<file path="config.mk">
export PLATFORM = sky130hd
export DESIGN_NAME = cp0_unit
export DESIGN_NICKNAME = d
export VERILOG_FILES = /design/src/rtl/cp0_pkg.sv /design/src/rtl/cp0_timer.sv /design/src/rtl/cp0_unit.sv
export SDC_FILE = /design/constraint.sdc
export NUM_CORES = 1
export LEC_CHECK = 0
export ABC_AREA = 1
export BUFFER_PORTS_ARGS = -buffer_cell sky130_fd_sc_hd__buf_2
export CAP_MARGIN = 20
export CORE_MARGIN = 3
export CORE_UTILIZATION = 53
export CTS_CLUSTER_SIZE = 24
export DETAILED_ROUTE_END_ITERATION = 8
export PLACE_DENSITY = 0.86
export SYNTH_ARGS = -nofsm -noshare
export SYNTH_HDL_FRONTEND = slang
export SYNTH_SLANG_ARGS = --single-unit
</file>
<file path="constraint.sdc">
create_clock -name clk -period 2.45 [get_ports clk]
set_input_delay 0.3675 -clock clk [delete_from_list [all_inputs] [get_ports clk]]
set_output_delay 0.3675 -clock clk [all_outputs]
set_load 0.02 [all_outputs]
</file>
<file path="src/rtl/cp0_pkg.sv">
// cp0_pkg: shared constants for the coprocessor-0 block.
//   - CP0 register indices used by mfc0/mtc0
//   - exception codes written into Cause.ExcCode
//   - exception handler entry PC, imported by the fetch stage
//   - PRId default value
package cp0_pkg;

  localparam logic [4:0] ADDR_COUNT   = 5'd9;
  localparam logic [4:0] ADDR_COMPARE = 5'd11;
  localparam logic [4:0] ADDR_SR      = 5'd12;
  localparam logic [4:0] ADDR_CAUSE   = 5'd13;
  localparam logic [4:0] ADDR_EPC     = 5'd14;
  localparam logic [4:0] ADDR_PRID    = 5'd15;

  typedef enum logic [4:0] {
    EXC_INT  = 5'd0,
    EXC_ADEL = 5'd4,
    EXC_ADES = 5'd5,
    EXC_RI   = 5'd10,
    EXC_OV   = 5'd12
  } exc_code_e;

  localparam logic [31:0] HANDLER_ADDR     = 32'h0000_4180;
  localparam logic [31:0] PRID_VAL_DEFAULT = 32'h2333_0913;

  function automatic logic [31:0] word_align(input logic [31:0] a);
    return {a[31:2], 2'b00};
  endfunction

endpackage

</file>
<file path="src/rtl/cp0_timer.sv">
// cp0_timer: Count/Compare timer for CP0 (built only with CP0_TIMER_EN).
// Ports:
//   i_clk, i_rst_n       clock, synchronous active-low reset
//   i_wr_count           load Count from i_wdata
//   i_wr_compare         load Compare from i_wdata, clears TI
//   i_wdata              mtc0 write data
//   o_count, o_compare   current register values
//   o_ti                 sticky timer interrupt flag
module cp0_timer (
  input  logic        i_clk,
  input  logic        i_rst_n,
  input  logic        i_wr_count,
  input  logic        i_wr_compare,
  input  logic [31:0] i_wdata,
  output logic [31:0] o_count,
  output logic [31:0] o_compare,
  output logic        o_ti
);

  logic [31:0] r_count;
  logic [31:0] r_compare;
  logic        r_ti;

  always_ff @(posedge i_clk) begin
    if (!i_rst_n) begin
      r_count   <= '0;
      r_compare <= '0;
      r_ti      <= 1'b0;
    end else begin
      r_count <= i_wr_count ? i_wdata : r_count + 32'd1;
      if (i_wr_compare) begin
        r_compare <= i_wdata;
        r_ti      <= 1'b0;
      end else if (r_count == r_compare) begin
        r_ti <= 1'b1;
      end
    end
  end

  assign o_count   = r_count;
  assign o_compare = r_compare;
  assign o_ti      = r_ti;

endmodule

</file>
<file path="src/rtl/cp0_unit.sv">
// cp0_unit: coprocessor 0 for the M stage of the 5-stage MIPS pipeline.
// Holds SR/Cause/EPC, arbitrates interrupts against in-pipe exceptions and
// raises Req to flush the pipe. Optional Count/Compare timer under the
// CP0_TIMER_EN macro.
// Ports:
//   clk, reset  clock, synchronous active-low reset
//   en          mtc0 write enable
//   CP0Addr     register index for mfc0/mtc0
//   CP0In       mtc0 write data
//   CP0Out      mfc0 read data (combinational)
//   VPC, BDIn   PC and delay-slot flag of the M-stage instruction
//   ExcCodeIn   pending exception code (0 = none)
//   HWInt       external interrupt lines [7:2]
//   EXLClr      eret in M stage
//   EPCOut      current EPC
//   Req         take exception/interrupt this cycle
module cp0_unit
  import cp0_pkg::*;
#(
  parameter logic [31:0] PRID_VAL = PRID_VAL_DEFAULT
) (
  input  logic        clk,
  input  logic        reset,
  input  logic        en,
  input  logic [4:0]  CP0Addr,
  input  logic [31:0] CP0In,
  output logic [31:0] CP0Out,
  input  logic [31:0] VPC,
  input  logic        BDIn,
  input  logic [4:0]  ExcCodeIn,
  input  logic [5:0]  HWInt,
  input  logic        EXLClr,
  output logic [31:0] EPCOut,
  output logic        Req
);

  logic [5:0]  r_im;
  logic        r_exl;
  logic        r_ie;
  logic        r_bd;
  logic [5:0]  r_ip;
  logic [4:0]  r_exccode;
  logic [31:0] r_epc;

  logic [5:0]  w_int_lines;
  logic [5:0]  w_ip_rd;
  logic        w_int_req;
  logic        w_exc_req;
  logic        w_req;
  logic        w_wr;
  logic [31:0] w_epc_next;
  logic [31:0] w_rdata;

  // mtc0 is dropped whenever an exception is taken in the same cycle
  assign w_wr = en & ~w_req;

`ifdef CP0_TIMER_EN
  logic [31:0] w_count;
  logic [31:0] w_compare;
  logic        w_ti;

  cp0_timer u_timer (
    .i_clk        (clk),
    .i_rst_n      (reset),
    .i_wr_count   (w_wr && (CP0Addr == ADDR_COUNT)),
    .i_wr_compare (w_wr && (CP0Addr == ADDR_COMPARE)),
    .i_wdata      (CP0In),
    .o_count      (w_count),
    .o_compare    (w_compare),
    .o_ti         (w_ti)
  );

  // Timer flag replaces external line 5 (IP[7]) for both request and readback
  assign w_int_lines = {w_ti, HWInt[4:0]};
  assign w_ip_rd     = {w_ti, r_ip[4:0]};
`else
  assign w_int_lines = HWInt;
  assign w_ip_rd     = r_ip;
`endif

  assign w_int_req  = r_ie & ~r_exl & (|(w_int_lines & r_im));
  assign w_exc_req  = ~r_exl & (ExcCodeIn != 5'd0);
  assign w_req      = w_int_req | w_exc_req;
  assign w_epc_next = word_align(BDIn ? (VPC - 32'd4) : VPC);

  always_ff @(posedge clk) begin
    if (!reset) begin
      r_im      <= '0;
      r_exl     <= 1'b0;
      r_ie      <= 1'b0;
      r_bd      <= 1'b0;
      r_ip      <= '0;
      r_exccode <= '0;
      r_epc     <= '0;
    end else begin
      r_ip <= HWInt;
      if (w_req) begin
        r_exl     <= 1'b1;
        r_exccode <= w_int_req ? EXC_INT : ExcCodeIn;
        r_bd      <= BDIn;
        r_epc     <= w_epc_next;
      end else begin
        if (w_wr && (CP0Addr == ADDR_SR)) begin
          r_im  <= CP0In[15:10];
          r_exl <= CP0In[1];
          r_ie  <= CP0In[0];
        end
        if (w_wr && (CP0Addr == ADDR_EPC)) begin
          r_epc <= word_align(CP0In);
        end
        // Placed after the SR write so eret wins the EXL bit
        if (EXLClr) begin
          r_exl <= 1'b0;
        end
      end
    end
  end

  always_comb begin
    w_rdata = '0;
    case (CP0Addr)
      ADDR_SR:      w_rdata = {16'b0, r_im, 8'b0, r_exl, r_ie};
      ADDR_CAUSE:   w_rdata = {r_bd, 15'b0, w_ip_rd, 3'b0, r_exccode, 2'b0};
      ADDR_EPC:     w_rdata = r_epc;
      ADDR_PRID:    w_rdata = PRID_VAL;
`ifdef CP0_TIMER_EN
      ADDR_COUNT:   w_rdata = w_count;
      ADDR_COMPARE: w_rdata = w_compare;
`endif
      default:      w_rdata = '0;
    endcase
  end

  assign CP0Out = w_rdata;
  assign EPCOut = r_epc;
  assign Req    = w_req;

endmodule

</file>
==> results list, run 1 <==
- The critical path is of the flop to output port type.
* Setup Skew: 0.008277 ns
* X dimension of the die: slightly below 90 um
- Root Driver: sky130_fd_sc_hd__clkbuf_8
- After synthesis, the share of cell area in mux cells is 0.
* Crit-path most repeated cell: sky130_fd_sc_hd__nand2_1
- Vias/cell: 5.245
- Of the total synthesized cell area, the portion taken by AND, OR, NAND and NOR gates is 0.4145.
* Number of hold buffers added after cts: 0
- Total negative slack: 0 ns
- After detailed routing, the total wire length is between 10,000 and 15,000 um.
* Drt first-iter violations: between 200 and 300
* Layout Area Growth over Synthesis: 23.57%
- Number of max-cap violations: 0
* Die area: 7771 um2
* Dominant cell by count in the synthesized netlist: sky130_fd_sc_hd__nand2_1
* Adder-cell share of the synthesized area: 0.003498
- The initial antenna violation count was 0.
- By area the synthesized netlist is led by sky130_fd_sc_hd__dfxtp_1, sky130_fd_sc_hd__nand2_1, sky130_fd_sc_hd__nor2_1.
* Die Span Y: between 80 and 90 um
* Clock Path Buffers: 2
- Among all flip-flop cells after synthesis, the most frequent one is sky130_fd_sc_hd__dfxtp_1.
- At the pin with the least slew margin, the transition time is roughly 0.5 ns.
- The synthesized design spends more area on one cell type than any other, namely sky130_fd_sc_hd__dfxtp_1.
* Effective utilization at floorplan: 0.5539
- The largest single stage delay on the critical path is roughly 0.39 ns.
- Clock Sinks: 50
* Share of post-route cells with drive strength above 1: 0.2541
- F_max: ~0.46 GHz
- Port-buffer cells: roughly 150
- Subtracting the final worst setup slack from the clock period gives ~2.2 ns.
- Share of the clock period used by the worst path: 0.8828
- The commonest cells after synthesis are sky130_fd_sc_hd__nand2_1, sky130_fd_sc_hd__nor2_1, sky130_fd_sc_hd__inv_1, sky130_fd_sc_hd__dfxtp_1, sky130_fd_sc_hd__a21oi_1.
- Across the VDD grid, the largest voltage drop is approximately 260 uV.
- Vias: around 4,300
* Finished Cell Area: around 4400 um2
- The worst setup path is captured at an output port.
- Setup repair after global routing missed its margin: no
- Data on the critical path arrives at its endpoint at roughly 1.8 ns.
- Number of remaining DRC errors: 0
- The max-slew violation count was 0.
- After detailed routing, the average wire length per cell comes to 13.71 um.
- Global-route wire length before repair: between 15,000 and 20,000 um
* Type of the most critical hold path: input port to flop
- Total number of yosys warnings: 0
- CP cell instances: nand2_1, nand2_1, a21oi_1, nand2_1, nand2_2, nand2_2, buf_4, buf_2
- Routability cong.: between 0.9 and 1
- For the worst setup path, the data required time is roughly 2.1 ns.
* GRT Util Overall: 0.2807
- At the later pin of the worst-skew pair, clock insertion delay measures roughly 0.3 ns.
* Register bit count reported by yosys: 50
* P per Cell Area: 471.4 nW/um2
- First-pass iteration count of the detailed router: 5
- Compound-Gate Fraction of Synth Area: 0.1410
* Max FO, Critical Path: 13
- Post-synth top area share: 0.2798
* Cell area after placement: about 4300 um2
- Number of core rows: 29
* Total global routing overflow: 0
- Number of CTS-inserted buffers: 5
- Setup violations remaining at the end of the flow were counted as 0.
- Post-route ant nets: 0
* Distinct cells, synth: 35
- Dominant combinational cell family by area after synthesis: simple AND/OR/NAND/NOR gates
* Startpoint Class: flop
- Half-perimeter wire length after detailed placement: 8808 um
* Mean cell area of the mapped netlist: ~6.0 um2
- The flow ran to the end, and the final reports show no timing, DRC or antenna violations.
* Share of synthesized flip-flops with an asynchronous set or reset: 0
* Antenna Diode Count: 0
- NumNets Final: 825
* Deepest level of the CTS H-tree: 2
- Post-CTS sizing: 0
- Area share of xor/xnor cells in the synthesized design: 0.03673
- For this run, the register share of the synthesized area comes to 0.2798.
- Count of final hold-check violations: 0
* Static power due to leakage: ~0.0023 uW
- Clock slew at the register clock pins of the worst setup and hold paths: about 0.10 ns
- The mapped netlist covers around 3600 um2.
- The number of global-route vias before repair was 3,791.
- The largest individual stage delay along the critical path comes from the cell sky130_fd_sc_hd__dfxtp_1.
- Buffers added to address setup during post-CTS repair amount to 0.
- TritonCTS built the clock tree.
- Core footprint: ~6500 um2
- Pin count of the biggest net entering global routing: 28
- Headroom to the max-slew limit came out at 0.6666.
- I/O pin total: 150
* Post-synth EDFFs: 0
* Number of instances in the synthesized netlist: 600
-- through the flow --
stage,utilization,hold WS (ns),setup slack [ns],power (uW),instances
6_report,0.6844,0.2546,0.2870,2084,817
2_1_floorplan,-,0.4401,0.7638,1255,601
4_1_cts,0.6844,0.2516,0.3194,2085,817
3_3_place_gp,0.6656,0.4514,0.4747,1446,809
5_1_grt,0.6844,0.2515,0.1981,2195,817
3_5_place_dp,0.6656,0.4624,0.4243,1458,809
-- critical path: cells and delay by family (launching register included) --
kind	cells	cell delay [ns]
AOI/OAI and AO/OA	1	0.04
buffers and inverters	2	0.42
and+or+nand+nor	5	0.62
DFF	1	0.39
-- power breakdown --
| group | switching (uW) | internal [uW] |
|---|---|---|
| Sequential | 37.6 | 874 |
| Combinational | 346 | 188 |
| Clock | 302 | 337 |
| Total | 685 | 1400 |
-- sequential cells by signal (all words and copies together), names as in the netlist --
name / flops
r_im: 6
r_ip: 6
EPCOut: 30
r_exl: 1
r_exccode: 5
r_bd: 1
r_ie: 1
-- cells by family after synthesis --
| group | after synthesis |
|---|---|
| AOI/OAI and AO/OA | 94 |
| xor gates and xnor gates | 15 |
| adders and majority gates | 1 |
| buffers and inverters | 96 |
| DFF | 50 |
| other | 1 |
| and+or+nand+nor | 343 |
-- cells in the final DEF (no fill, tap or decap), drive strengths merged --
master    n
nor3      1
clkinv    1
bufinv    1
nor2    106
o21ai    44
xnor2     4
nand3    32
a22o      3
clkbuf    6
dfxtp    50
o211ai    3
ha        1
xor2     11
a31oi     3
or2       1
buf     153
nand4    10
nand2   191
nand3b    1
a21oi    41
conb      2
inv      74
and2      1
-- final timing paths --
| check | startpoint | slack [ns] | endpoint | cells past startpoint |
|---|---|---|---|---|
| worst max-delay path | r_im[2] | 0.29 | Req | 8 |
| worst min register to register | r_exccode[1] | 0.48 | r_exccode[1] | 2 |
| worst min-delay path | HWInt[0] | 0.25 | r_ip[0] | 3 |
| worst max register to register | r_im[2] | 0.55 | EPCOut[22] | 11 |
-- final cells by class --
type,instances,area [um2]
repair buffers,153,785.8
inverters,74,277.8
clock buffers,6,82.58
multi-input cells,455,2138
fillers,613,2038
flip-flops and latches,50,1001
well taps,77,96.34
clock inverters,2,38.79
-- layer usage --
metal	vias up	global-route usage	wire length [um]
li1	2154	-	-
met1	1912	0.3622	4755
met2	201	0.4945	5385
met3	18	0.03951	915
met4	0	0.06731	140
met5	-	0	0
Power figures use the tool's default switching activity.
==> inputs of run 2 (changes only) <==
Settings changed: GPL_TIMING_DRIVEN from default to 0.
==> results list, run 2 (synthesis results as in run 1) <==
- The floorplan step defined a die boundary enclosing between 7000 and 8000 um2.
* Total negative slack: 0 ns
* Global-route wire length before repair: 19,700 um
- Port-buffer cells: about 140
- Area taken by flip-flops and latches: 1001 um2
* X dimension of the die: between 80 and 90 um
* Share of total power in sequential cells: 0.461
- TritonCTS created 5 clock buffers.
- Post-CTS sizing: 0
* Antenna violations before repair: 0
* Crit-path most repeated cell: sky130_fd_sc_hd__nand2_1
- Worst Setup End Kind: output port
- The initial utilization of the core area, before any placement, comes to 0.5539.
- Share of post-route cells with drive strength above 1: 0.2593
- Delay of the slowest critical-path stage: around 0.36 ns
- 0 antenna diodes ended up in the layout.
- Clock latency on the worst-skew pair, taken at its later pin, is about 0.31 ns.
- Largest register FFs: 30
- Arr. time, crit path: around 1.8 ns
* Relative slew slack: 0.5054
- The worst-case IR drop observed on VDD is about 310 uV.
- Clock tree from TritonCTS: built
* Die Span Y: 88.16 um
- Gate family responsible for the most delay along the worst path: simple AND/OR/NAND/NOR gates
- P per Cell Area: approximately 440 nW/um2
* Number of buffers and inverters on the critical path: 3
- Post-route ant nets: 0
* Clock slew at the register clock pins of the worst setup and hold paths: roughly 0.10 ns
- Slew at the pin with the worst max-slew slack: 0.7420 ns
- On the critical path, the stage with the largest delay is an instance of sky130_fd_sc_hd__dfxtp_1.
- Max FO, Critical Path: 10
* Number of hold buffers added after cts: 0
- On the final layout, the worst clock skew is between 0.006 and 0.007 ns.
- Setup repair after global routing left no endpoint under its margin.
- Clock share of power: 0.251
- The worst setup path is of the flop to output port kind.
- F_max: approximately 0.46 GHz
- The number of setup buffers added after CTS is 0.
- Tmin final: between 2 and 2.5 ns
- Using the TritonRoute via totals, the vias-per-cell ratio works out to 5.351.
* Max-slew violations: 0
- Result of the run: finished clean
- Type of the most critical hold path: input port to flop
* Most common cell after layout, fill and taps aside: sky130_fd_sc_hd__nand2_1
- Register-to-register setup slack: 0.66 ns
- The number of hold violations in the final report was 0.
* Pin count of the biggest net entering global routing: 16
* Core footprint: ~6500 um2
* Deepest level of the CTS H-tree: 2
- Switching component of the power: between 700 and 800 uW
- Static power due to leakage: ~0.0024 uW
- No sink is reached through more buffers than the 2 on the longest clock path.
* Final setup violation count: 0
- Fill cell instance count of the final layout: about 600
* Final wirelength: about 13,000 um
- Number of max-cap violations: 0
- Drt first-iter violations: between 200 and 300
* First-pass iteration count of the detailed router: 5
- In the final layout, the multi-input gates occupy 2138 um2.
* Number of global-route vias before repair: between 4,000 and 5,000
- I/O pin total: 150
- Compared with the post-synthesis result, the final layout area differs by 25.25%.
* Number of core rows: 29
* Leading cell types in the layout, fill and taps excluded: sky130_fd_sc_hd__nand2_1, sky130_fd_sc_hd__buf_2, sky130_fd_sc_hd__nor2_1, sky130_fd_sc_hd__inv_1, sky130_fd_sc_hd__dfxtp_1
- The net count of the finished layout is between 800 and 900.
- Vias: roughly 4,400
* Root Driver: sky130_fd_sc_hd__clkbuf_8
- In the global route stage, overall resource usage came out at 0.3295.
- The internal portion of the total power is between 1000 and 1500 uW.
* Half-perimeter wire length after detailed placement: 10,020 um
- Routability cong.: 0.9580
* Req. time, crit path: approximately 2.1 ns
- Comb power frac: 0.289
* Clock Sinks: 50
- Share of the clock period used by the worst path: 0.8934
* Switching power as a share of total power: 0.3569
* Worst Hold Margin: between 0.2 and 0.25 ns
* Number of remaining DRC errors: 0
- The signal on the critical path passes through nand2_1, nand2_1, a21oi_1, nand2_1, nand2_2, nand2_2, buf_6, buf_4, buf_2.
- Average wire length per cell after detail routing: 15.40 um
- For this run the aggregate overflow at the end of global routing stands at 0.
* Startpoint Class: flop
-- run 2: tightest hold or removal path, cell delays in order --
cell,delay [ns]
sky130_fd_sc_hd__buf_2,0.09
sky130_fd_sc_hd__nand2_1,0.04
sky130_fd_sc_hd__inv_1,0.04
-- run 2: path summary, 6_finish.rpt --
path,startpoint,to,cells after the start
worst max-delay path,r_im[1],Req,9
worst min-delay path,HWInt[0],r_ip[0],3
worst max register to register,r_im[1],EPCOut[25],11
worst min register to register,r_exccode[4],r_exccode[4],2
-- run 2: cell type report --
class,instances,share of cell area
buffer,22,0.03658
clock buffer,5,0.01536
clock inverter,2,0.003072
inverter,74,0.06199
multi-input combinational,455,0.4772
sequential,50,0.2234
tap,77,0.02150
timing repair buffer,144,0.1608
-- run 2: power groups by stage --
stage | Clock, uW | Sequential, uW | Combinational (uW)
after global placement | 0 | 925 | 553
after detailed placement | 0 | 928 | 561
after global routing | 524 | 917 | 626
after CTS | 499 | 909 | 565
final | 496 | 911 | 571
after floorplan | 0 | 980 | 275
-- run 2: layer usage --
layer	global-route usage	up-vias	wire length [um]
li1	-	2173	-
met5	0	-	0
met3	0.05362	22	1300
met1	0.4439	2001	5319
met4	0.1058	0	242
met2	0.5390	240	5903
-- run 2: stage by stage --
step                total power [uW]  std cells    util  worst slack [ns]  area (um2)
global route                    2067        829  0.6937            0.1189        4481
finish                          1977        829  0.6937            0.2612        4481
CTS                             1974        829  0.6937            0.2889        4481
detailed placement              1490        822  0.6809            0.2953        4398
floorplan                       1255        601       -            0.7638        3581
global placement                1478        822  0.6809            0.3305        4398
